$ cat src/rtl/boton_pkg.sv
// boton_pkg: shared FSM encodings, 50 MHz board timing defaults and sizing helper for the button conditioner
package boton_pkg;

   typedef logic [1:0] estado_t;

   localparam estado_t SUELTO        = 2'd0;
   localparam estado_t ESPERA_PULSA  = 2'd1;
   localparam estado_t PULSADO       = 2'd2;
   localparam estado_t ESPERA_SUELTA = 2'd3;

   localparam int SYNC_STAGES_DEF     = 2;
   localparam int DEBOUNCE_CYCLES_DEF = 500000;
   localparam int REPEAT_DELAY_DEF    = 25000000;
   localparam int REPEAT_PERIOD_DEF   = 5000000;

   function automatic int max3(input int a, input int b, input int c);
      int m;
      m = (a > b) ? a : b;
      return (m > c) ? m : c;
   endfunction

endpackage

$ cat src/rtl/sincronizador.sv
// sincronizador: N-flop synchronizer for an asynchronous single-bit input, async active-low reset to RESET_VAL
module sincronizador #(
   parameter int   STAGES    = 2,
   parameter logic RESET_VAL = 1'b0
) (
   input  logic clk,
   input  logic rst_n,
   input  logic d_i,
   output logic q_o
);

   logic [STAGES-1:0] ff_q;

   // shift the raw input through the flop chain; bit 0 is the metastability catcher
   always_ff @(posedge clk or negedge rst_n) begin
      if (!rst_n) ff_q <= {STAGES{RESET_VAL}};
      else        ff_q <= {ff_q[STAGES-2:0], d_i};
   end

   assign q_o = ff_q[STAGES-1];

endmodule

$ cat src/rtl/boton_antirrebote.sv
// boton_antirrebote: debounces a raw push-button into a one-cycle press strobe, with optional hold-to-repeat
module boton_antirrebote
   import boton_pkg::*;
#(
   parameter int SYNC_STAGES     = SYNC_STAGES_DEF,
   parameter int DEBOUNCE_CYCLES = DEBOUNCE_CYCLES_DEF,
   parameter int ACTIVE_HIGH     = 1,
   parameter int REPEAT_EN       = 0,
   parameter int REPEAT_DELAY    = REPEAT_DELAY_DEF,
   parameter int REPEAT_PERIOD   = REPEAT_PERIOD_DEF
) (
   input  logic       clk,
   input  logic       rst_n,
   input  logic       boton,
   output logic       pulso,
   output logic       nivel,
   output logic [7:0] rechazos
);

   localparam int            CW      = $clog2(max3(DEBOUNCE_CYCLES, REPEAT_DELAY, REPEAT_PERIOD) + 1);
   localparam logic [CW-1:0] DB_LAST = CW'(DEBOUNCE_CYCLES - 1);
   localparam logic [CW-1:0] RD_LAST = CW'(REPEAT_DELAY - 1);
   localparam logic [CW-1:0] RP_LAST = CW'(REPEAT_PERIOD - 1);
   localparam logic          INACT   = (ACTIVE_HIGH != 0) ? 1'b0 : 1'b1;

   estado_t       estado_q, estado_d;
   logic [CW-1:0] cnt_q, cnt_d;
   logic          primero_q, primero_d;
   logic [7:0]    rech_q, rech_d, rech_inc;
   logic          pulso_q, pulso_d;
   logic          nivel_q, nivel_d;
   logic          sync_s, b;

   sincronizador #(
      .STAGES    (SYNC_STAGES),
      .RESET_VAL (INACT)
   ) u_sync (
      .clk   (clk),
      .rst_n (rst_n),
      .d_i   (boton),
      .q_o   (sync_s)
   );

   assign b        = sync_s ^ INACT;
   assign rech_inc = (rech_q == 8'hFF) ? rech_q : rech_q + 8'd1;

   // next-state, dwell counter, repeat phase and glitch count; outputs decoded from the next state
   always_comb begin
      estado_d  = estado_q;
      cnt_d     = cnt_q;
      primero_d = primero_q;
      rech_d    = rech_q;
      pulso_d   = 1'b0;
      case (estado_q)
         SUELTO: begin
            cnt_d = '0;
            if (b) begin
               estado_d = ESPERA_PULSA;
               cnt_d    = CW'(1);
            end
         end
         ESPERA_PULSA: begin
            if (!b) begin
               estado_d = SUELTO;
               cnt_d    = '0;
               rech_d   = rech_inc;
            end else if (cnt_q == DB_LAST) begin
               estado_d  = PULSADO;
               pulso_d   = 1'b1;
               cnt_d     = '0;
               primero_d = 1'b1;
            end else begin
               cnt_d = cnt_q + CW'(1);
            end
         end
         PULSADO: begin
            if (!b) begin
               estado_d = ESPERA_SUELTA;
               cnt_d    = CW'(1);
            end else if (REPEAT_EN == 0) begin
               cnt_d = '0;
            end else if (cnt_q == (primero_q ? RD_LAST : RP_LAST)) begin
               pulso_d   = 1'b1;
               cnt_d     = '0;
               primero_d = 1'b0;
            end else begin
               cnt_d = cnt_q + CW'(1);
            end
         end
         ESPERA_SUELTA: begin
            if (b) begin
               estado_d  = PULSADO;
               cnt_d     = '0;
               primero_d = 1'b1;
               rech_d    = rech_inc;
            end else if (cnt_q == DB_LAST) begin
               estado_d = SUELTO;
               cnt_d    = '0;
            end else begin
               cnt_d = cnt_q + CW'(1);
            end
         end
         default: begin
            estado_d = SUELTO;
            cnt_d    = '0;
         end
      endcase
      nivel_d = (estado_d == PULSADO) || (estado_d == ESPERA_SUELTA);
   end

   // state and registered outputs; reset clears everything so a held button must re-qualify
   always_ff @(posedge clk or negedge rst_n) begin
      if (!rst_n) begin
         estado_q  <= SUELTO;
         cnt_q     <= '0;
         primero_q <= 1'b1;
         rech_q    <= '0;
         pulso_q   <= 1'b0;
         nivel_q   <= 1'b0;
      end else begin
         estado_q  <= estado_d;
         cnt_q     <= cnt_d;
         primero_q <= primero_d;
         rech_q    <= rech_d;
         pulso_q   <= pulso_d;
         nivel_q   <= nivel_d;
      end
   end

   assign pulso    = pulso_q;
   assign nivel    = nivel_q;
   assign rechazos = rech_q;

endmodule

$ cat config.mk
export PLATFORM = sky130hd
export DESIGN_NAME = boton_antirrebote
export DESIGN_NICKNAME = d
export VERILOG_FILES = /design/src/rtl/boton_pkg.sv /design/src/rtl/sincronizador.sv /design/src/rtl/boton_antirrebote.sv
export SDC_FILE = /design/constraint.sdc
export NUM_CORES = 1
export LEC_CHECK = 0
export CORE_MARGIN = 1
export CORE_UTILIZATION = 40
export CTS_BUF_LIST = sky130_fd_sc_hd__clkbuf_8
export DETAILED_ROUTE_END_ITERATION = 7
export SLEW_MARGIN = 0
export SYNTH_ARGS = -nofsm -noshare
export SYNTH_HDL_FRONTEND = slang
export SYNTH_SLANG_ARGS = --single-unit
export TNS_END_PERCENT = 20
$ cat constraint.sdc
create_clock -name clk -period 1.7 [get_ports clk]
set_input_delay 0.255 -clock clk [delete_from_list [all_inputs] [get_ports clk]]
set_output_delay 0.255 -clock clk [all_outputs]
set_load 0.01 [all_outputs]
==> results by group, run 1 <==
Setup path
  – Reg2reg start: cnt_q[14]$_DFF_PN0_
  – CP endpoint: cnt_q[13]$_DFF_PN0_
  – CP Depth: 7
  – Flop2flop setup slack: 40 ps
  – Highest cell delay on the worst timing path: 410 ps
  – Setup crit start kind: flip-flop
  – CP delay by family, top: buffers and inverters
  – Critical R2R Capture: cnt_q[13]$_DFF_PN0_
  – Worst-case reg-to-reg path depth: 7
  – CP Class: flip-flop to flip-flop
  – Crit path required time: 1870 ps
  – Buf+Inv Stages, Crit Path: 3
  – Arrival time at the worst endpoint: 1840 ps
  – CP endpoint kind: flip-flop
  – CP most frequent cell: buf_4
  – Worst path cell trace: nor4bb_1, buf_4, nand3_1, o211ai_1, buf_4, buf_4, a21oi_1
  – Peak fanout along the critical path: 5
  – Crit-path slowest cell: dfrtp_1
  – CP startpoint: cnt_q[14]$_DFF_PN0_

STA
  – Fin. Hold Viols: 0
  – Final min period: 1660 ps
  – WHS: 371 ps
  – Final setup fails: 0
  – FMAX: 602 MHz
  – Slew @ Worst Pin: 470 ps
  – Slew headroom: 68.7%
  – Final period util: 97.7%
  – Fin. max-slew vios: 0
  – Setup ws final: 38.6 ps
  – Unrepaired setup endpoints after global routing: true
  – Worst Clk Skew: 6.01 ps

Final layout
  – Final non-filler cell total: 278
  – # diodes: 0
  – Most common cell after layout, fill and taps aside: dfrtp_1
  – Synthesis-to-layout area growth: 25.8%
  – Commonest non-fill, non-tap cells in the layout: 39 x dfrtp_1, 22 x buf_4, 15 x nand3_1
  – Final nets: 230
  – Layout cells sized above 1: 24.3%

Yosys
  – Post-Syn Nets: 191
  – Post-synth cell types: 36
  – Syn avg cell area: 10.4 um^2
  – Mapped cell area: 1930 um^2
  – Register bit total from synthesis: 39
  – Mapped Cells: 186
  – Synthesis Warnings: 0
  – Seq/Total Area, Yosys: 50.5%
  – Post-synthesis compound-gate area fraction: 8.09%
  – Synth Area in Adders: 1.29%
  – Mux cell area share after synthesis: 1.17%
  – Largest family of logic cells by synthesized area: simple AND/OR/NAND/NOR gates
  – Post-synthesis simple-gate area fraction: 26.1%
  – Post-Synth XOR/XNOR Area: 9.51%

Placement
  – Final HPWL DP: 2950 um
  – Port-buffer cells: 12
  – Setup WS pre-CTS: -6.14 ps
  – Post-Place Cells: 262
  – Placer congestion estimate: 0.816

Global routing
  – First-pass GRT wire length: 7100 um
  – Initial antenna violation count: 0
  – GRT overflow: 0
  – Largest net degree at the start of global routing: 22
  – Vias in the first global route: 1552
  – GRT Util Overall: 17.9%

Die
  – Die area: 5120 um^2
  – Die width: 71.5 um
  – Die Y: 71.5 um
  – Std cell rows: 24
  – I/O pin total: 13
  – Core area: 4500 um^2
  – Initial Util: 42.9%

Run
  – Number of max-cap violations: 0

Run status
  – Status: finished, final reports clean

Clock network
  – Clock Path Buffers: 2
  – Worst-path clk slew: 80 ps
  – Clock Latency Late Sink: 290 ps
  – H-tree depth: 2
  – CTS Buf Count: 5
  – Root Driver: clkbuf_8
  – TritonCTS clock tree: built
  – Clk sinks: 39

Pwr
  – Power Density: 909 nW/um^2
  – Pleak: 1.03 nW
  – Maximum vdd drop: 0.000670 V

Drt
  – Drt total wl: 4290 um
  – Routed Antenna Nets: 0
  – Via density: 5.69
  – Vias: 1583
  – Wire per inst: 15.4 um
  – Drt pass-1 iters: 5
  – DRC: 0
  – Iter 0 DRT Violations: 64

Hold path
  – Hold path startpoint: u_sync.ff_q[0]$_DFF_PN0_
  – Worst min path class: flip-flop to flip-flop
==> sequential cells by signal, summed over array words and instances, names as in the netlist <==
signal	cells
nivel	1
cnt_q	25
pulso	1
estado_q	2
rechazos	8
u_sync.ff_q	2
==> final cells by class <==
class / instances / area [um^2]
multi-input cells: 138 / 931
fillers: 410 / 2070
flip-flops and latches: 39 / 976
clock buffers: 5 / 68.8
well taps: 52 / 65.1
repair buffers: 39 / 338
inverters: 2 / 7.51
clock inverters: 3 / 46.3
==> per-layer routing <==
metal / routed length [um] / global-route usage, % / up-vias
met1: 2110 / 24.4 / 780
met5: 0 / 0 / -
met2: 1930 / 28.7 / 40
li1: - / - / 759
met3: 202 / 4.08 / 4
met4: 42 / 5.66 / 0
==> synthesized netlist by cell type (all sizes together) <==
master | count | area, um^2
dfrtp | 39 | 976
nand3 | 15 | 75.1
nor2 | 15 | 56.3
nand2 | 14 | 60.1
xor2 | 13 | 114
a21oi | 11 | 58.8
nand4 | 10 | 62.6
xnor2 | 8 | 70.1
and4 | 7 | 63.8
o21ai | 7 | 35.0
or3 | 6 | 38.8
and3 | 5 | 32.5
buf | 5 | 50.0
or4 | 5 | 41.3
o31ai | 4 | 30.0
nor3 | 3 | 15.0
clkbuf | 2 | 7.51
ha | 2 | 25.0
inv | 2 | 7.51
mux2 | 2 | 22.5
nor4b | 2 | 17.5
o211ai | 2 | 15.0
a211oi | 1 | 7.51
and3b | 1 | 8.76
nand4b | 1 | 8.76
nor3b | 1 | 7.51
nor4 | 1 | 6.26
nor4bb | 1 | 10.0
o211a | 1 | 10.0
==> worst min path at each step <==
| stage | to | slack [ps] | cells past startpoint |
|---|---|---|---|
| after floorplan | cnt_q[0]$_DFF_PN0_ | -40 | 0 |
| after global placement | cnt_q[11]$_DFF_PN0_ | 230 | 1 |
| after detailed placement | cnt_q[12]$_DFF_PN0_ | 230 | 1 |
| after CTS | u_sync.ff_q[1]$_DFF_PN0_ | 380 | 0 |
| after global routing | u_sync.ff_q[1]$_DFF_PN0_ | 380 | 0 |
| final | u_sync.ff_q[1]$_DFF_PN0_ | 370 | 0 |
==> power breakdown <==
part	internal, mW	switching (mW)
registers	0.993	0.103
logic	0.184	0.137
clock network	0.442	0.353
total	1.62	0.593
==> worst register-to-register path: stages, from the launching register on <==
cell and delay [ps]:
dfrtp_1 410, nor4bb_1 310, buf_4 180, nand3_1 80, o211ai_1 190, buf_4 170
buf_4 150, a21oi_1 50
==> stage by stage <==
stage | util (%) | total power, mW | instance area (um^2) | setup TNS (ps)
global placement | 49.1 | 1.41 | 2210 | 0
floorplan | - | 1.23 | 1930 | 0
finish | 54.0 | 2.21 | 2430 | 0
CTS | 52.0 | 2.22 | 2340 | -17.9
detailed placement | 49.1 | 1.42 | 2210 | -6.14
global route | 54.0 | 2.30 | 2430 | -201
==> logic make-up after synthesis <==
logic type / after synthesis
buffers and inverters: 9
xor gates and xnor gates: 21
adders and majority gates: 2
muxes: 2
AOI/OAI and AO/OA: 26
DFF: 39
and+or+nand+nor: 87
==> repair_timing <==
item	CTS	global route
gates resized for setup	2	15
endpoints found under the hold margin	18	0
hold buffers	1	0
cloned	0	2
pin swaps	0	3
setup endpoints to repair	4	29
buffers inserted	0	5
No activity file was read; power rests on OpenSTA's default activity.
==> run 2: changes to the inputs <==
--- a/config.mk
+++ b/config.mk
@@ -9,6 +9,7 @@
 export CORE_UTILIZATION = 40
 export CTS_BUF_LIST = sky130_fd_sc_hd__clkbuf_8
 export DETAILED_ROUTE_END_ITERATION = 7
+export SKIP_LAST_GASP = 1
 export SLEW_MARGIN = 0
 export SYNTH_ARGS = -nofsm -noshare
 export SYNTH_HDL_FRONTEND = slang
==> constraint.sdc (replaced) <==
create_clock -name clk -period 1.74 [get_ports clk]
set_input_delay 0.261 -clock clk [delete_from_list [all_inputs] [get_ports clk]]
set_output_delay 0.261 -clock clk [all_outputs]
set_load 0.01 [all_outputs]
==> run 2 against run 1 <==
  * Non-clock buffer count fell by 4
  * Critical path depth decreased by 2
  * Wire length down 4.3%
  * Cell count shrank 1.4%
  * Count of clock-buffer cells in the layout unchanged
  * Via count is 2.8% lower
  * Maximum frequency fell by 1.6%
  * Highest routed layer unchanged
==> results by group, run 2 (synthesis results as in run 1) <==
Global routing
  – Initial antenna violation count: 0
  – Largest net degree at the start of global routing: 40
  – GRT Util Overall: 17.4%
  – Vias in the first global route: 1542
  – GRT overflow: 0
  – First-pass GRT wire length: 7070 um

STA
  – Fin. Hold Viols: 0
  – Setup TNS Final: 0 ps
  – Final period util: 97.1%
  – WHS: 12.3 ps
  – Worst Clk Skew: 5.66 ps
  – Final setup fails: 0
  – Slew headroom: 67.7%
  – Setup ws final: 51.0 ps
  – Unrepaired setup endpoints after global routing: true
  – Slew @ Worst Pin: 484 ps
  – Final min period: 1690 ps
  – Fin. max-slew vios: 0
  – FMAX: 592 MHz

Setup path
  – Highest cell delay on the worst timing path: 360 ps
  – Peak fanout along the critical path: 5
  – CP endpoint kind: flip-flop
  – Crit path required time: 1920 ps
  – CP Class: flip-flop to flip-flop
  – Worst path cell trace: ha_1, and3_2, nand4b_1, nor2_2, mux2_2
  – Arrival time at the worst endpoint: 1860 ps
  – CP delay by family, top: simple AND/OR/NAND/NOR gates
  – Buf+Inv Stages, Crit Path: 0
  – Crit-path slowest cell: dfrtp_1
  – Setup crit start kind: flip-flop

Drt
  – Vias: 1538
  – Routed Antenna Nets: 0
  – Wire per inst: 15.0 um
  – DRC: 0
  – Drt total wl: 4100 um
  – Via density: 5.61
  – Iter 0 DRT Violations: 123
  – Drt pass-1 iters: 4

Final layout
  – Largest Register: cnt_q
  – Synthesis-to-layout area growth: 24.7%
  – Most common cell after layout, fill and taps aside: dfrtp_1
  – # diodes: 0
  – Commonest non-fill, non-tap cells in the layout: 38 x dfrtp_1, 22 x buf_4, 15 x nand3_1
  – Final non-filler cell total: 274
  – Final Cell Area: 2410 um^2
  – Layout cells sized above 1: 22.5%
  – Core Util, Final: 53.5%
  – Max reg flops: 25
  – Final nets: 226

Pwr
  – Power Density: 945 nW/um^2
  – Maximum vdd drop: 0.000573 V
  – Pleak: 1.04 nW
  – Post-route total power: 2.28 mW

Placement
  – Setup WS pre-CTS: -39.9 ps
  – Post-Place Cells: 264
  – DP Area: 2210 um^2
  – Final HPWL DP: 2850 um
  – Port-buffer cells: 12
  – Placer congestion estimate: 0.895

Clock network
  – Worst-path clk slew: 80 ps
  – TritonCTS clock tree: built
  – Clock Path Buffers: 2
  – Clock Latency Late Sink: 290 ps
  – Root Driver: clkbuf_8
  – H-tree depth: 2
  – Clk sinks: 39
  – CTS Buf Count: 5
  – CTS Hold Bufs: 0

Die
  – Std cell rows: 24
  – Die width: 71.5 um
  – I/O pin total: 13
  – Initial Util: 42.9%
  – Die area: 5120 um^2
  – Core area: 4500 um^2
  – Die Y: 71.5 um

Hold path
  – Worst min path class: input port to asynchronous set/reset pin

Run
  – Number of max-cap violations: 0

Run status
  – Status: finished, final reports clean
-- run 2: cell types whose count changed in the layout (fill, tap and decap cells not counted), sizes merged --
cell,delta
bufinv,+1
buf,-3
dlygate4sd3,-1
inv,-1
-- run 2: path summary, 6_finish.rpt --
check,start,endpoint,slack [ps],depth (start not counted)
setup / recovery,cnt_q[1]$_DFF_PN0_,estado_q[1]$_DFF_PN0_,50,5
hold / removal,rst_n,cnt_q[14]$_DFF_PN0_,10,2
setup reg to reg,cnt_q[1]$_DFF_PN0_,estado_q[1]$_DFF_PN0_,50,5
hold reg to reg,u_sync.ff_q[0]$_DFF_PN0_,u_sync.ff_q[1]$_DFF_PN0_,350,0
max in group asynchronous,rst_n,cnt_q[12]$_DFF_PN0_,1380,2
min in group clk,u_sync.ff_q[0]$_DFF_PN0_,u_sync.ff_q[1]$_DFF_PN0_,350,0
-- run 2: area by class of cell --
| class | instances | area [um^2] |
|---|---|---|
| flip-flops and latches | 39 | 977 |
| clock buffers | 5 | 68.8 |
| multi-input cells | 138 | 933 |
| fillers | 405 | 2090 |
| repair buffers | 35 | 292 |
| clock inverters | 3 | 67.6 |
| inverters | 2 | 7.51 |
| well taps | 52 | 65.1 |
-- run 2: report_power, final --
part | internal [mW] | switching [mW]
registers | 0.971 | 0.0891
logic | 0.183 | 0.145
clock network | 0.572 | 0.320
total | 1.73 | 0.553
-- run 2: timing repair --
item,4_1_cts,5_1_grt
setup endpoints to repair,4,26
buffers inserted,0,2
gates resized for setup,2,10
pin swaps,0,3
-- run 2: metal layers --
metal	up-vias	wire [um]	global-route usage, %
met5	-	0	0
met2	31	1890	27.2
met3	8	121	4.08
met4	0	67	5.66
li1	753	-	-
met1	746	2030	24.2
-- run 2: worst reg2reg max path, stage by stage (launching register included) --
cell	delay [ps]
dfrtp_1	360
ha_1	170
and3_2	280
nand4b_1	170
nor2_2	240
mux2_2	370
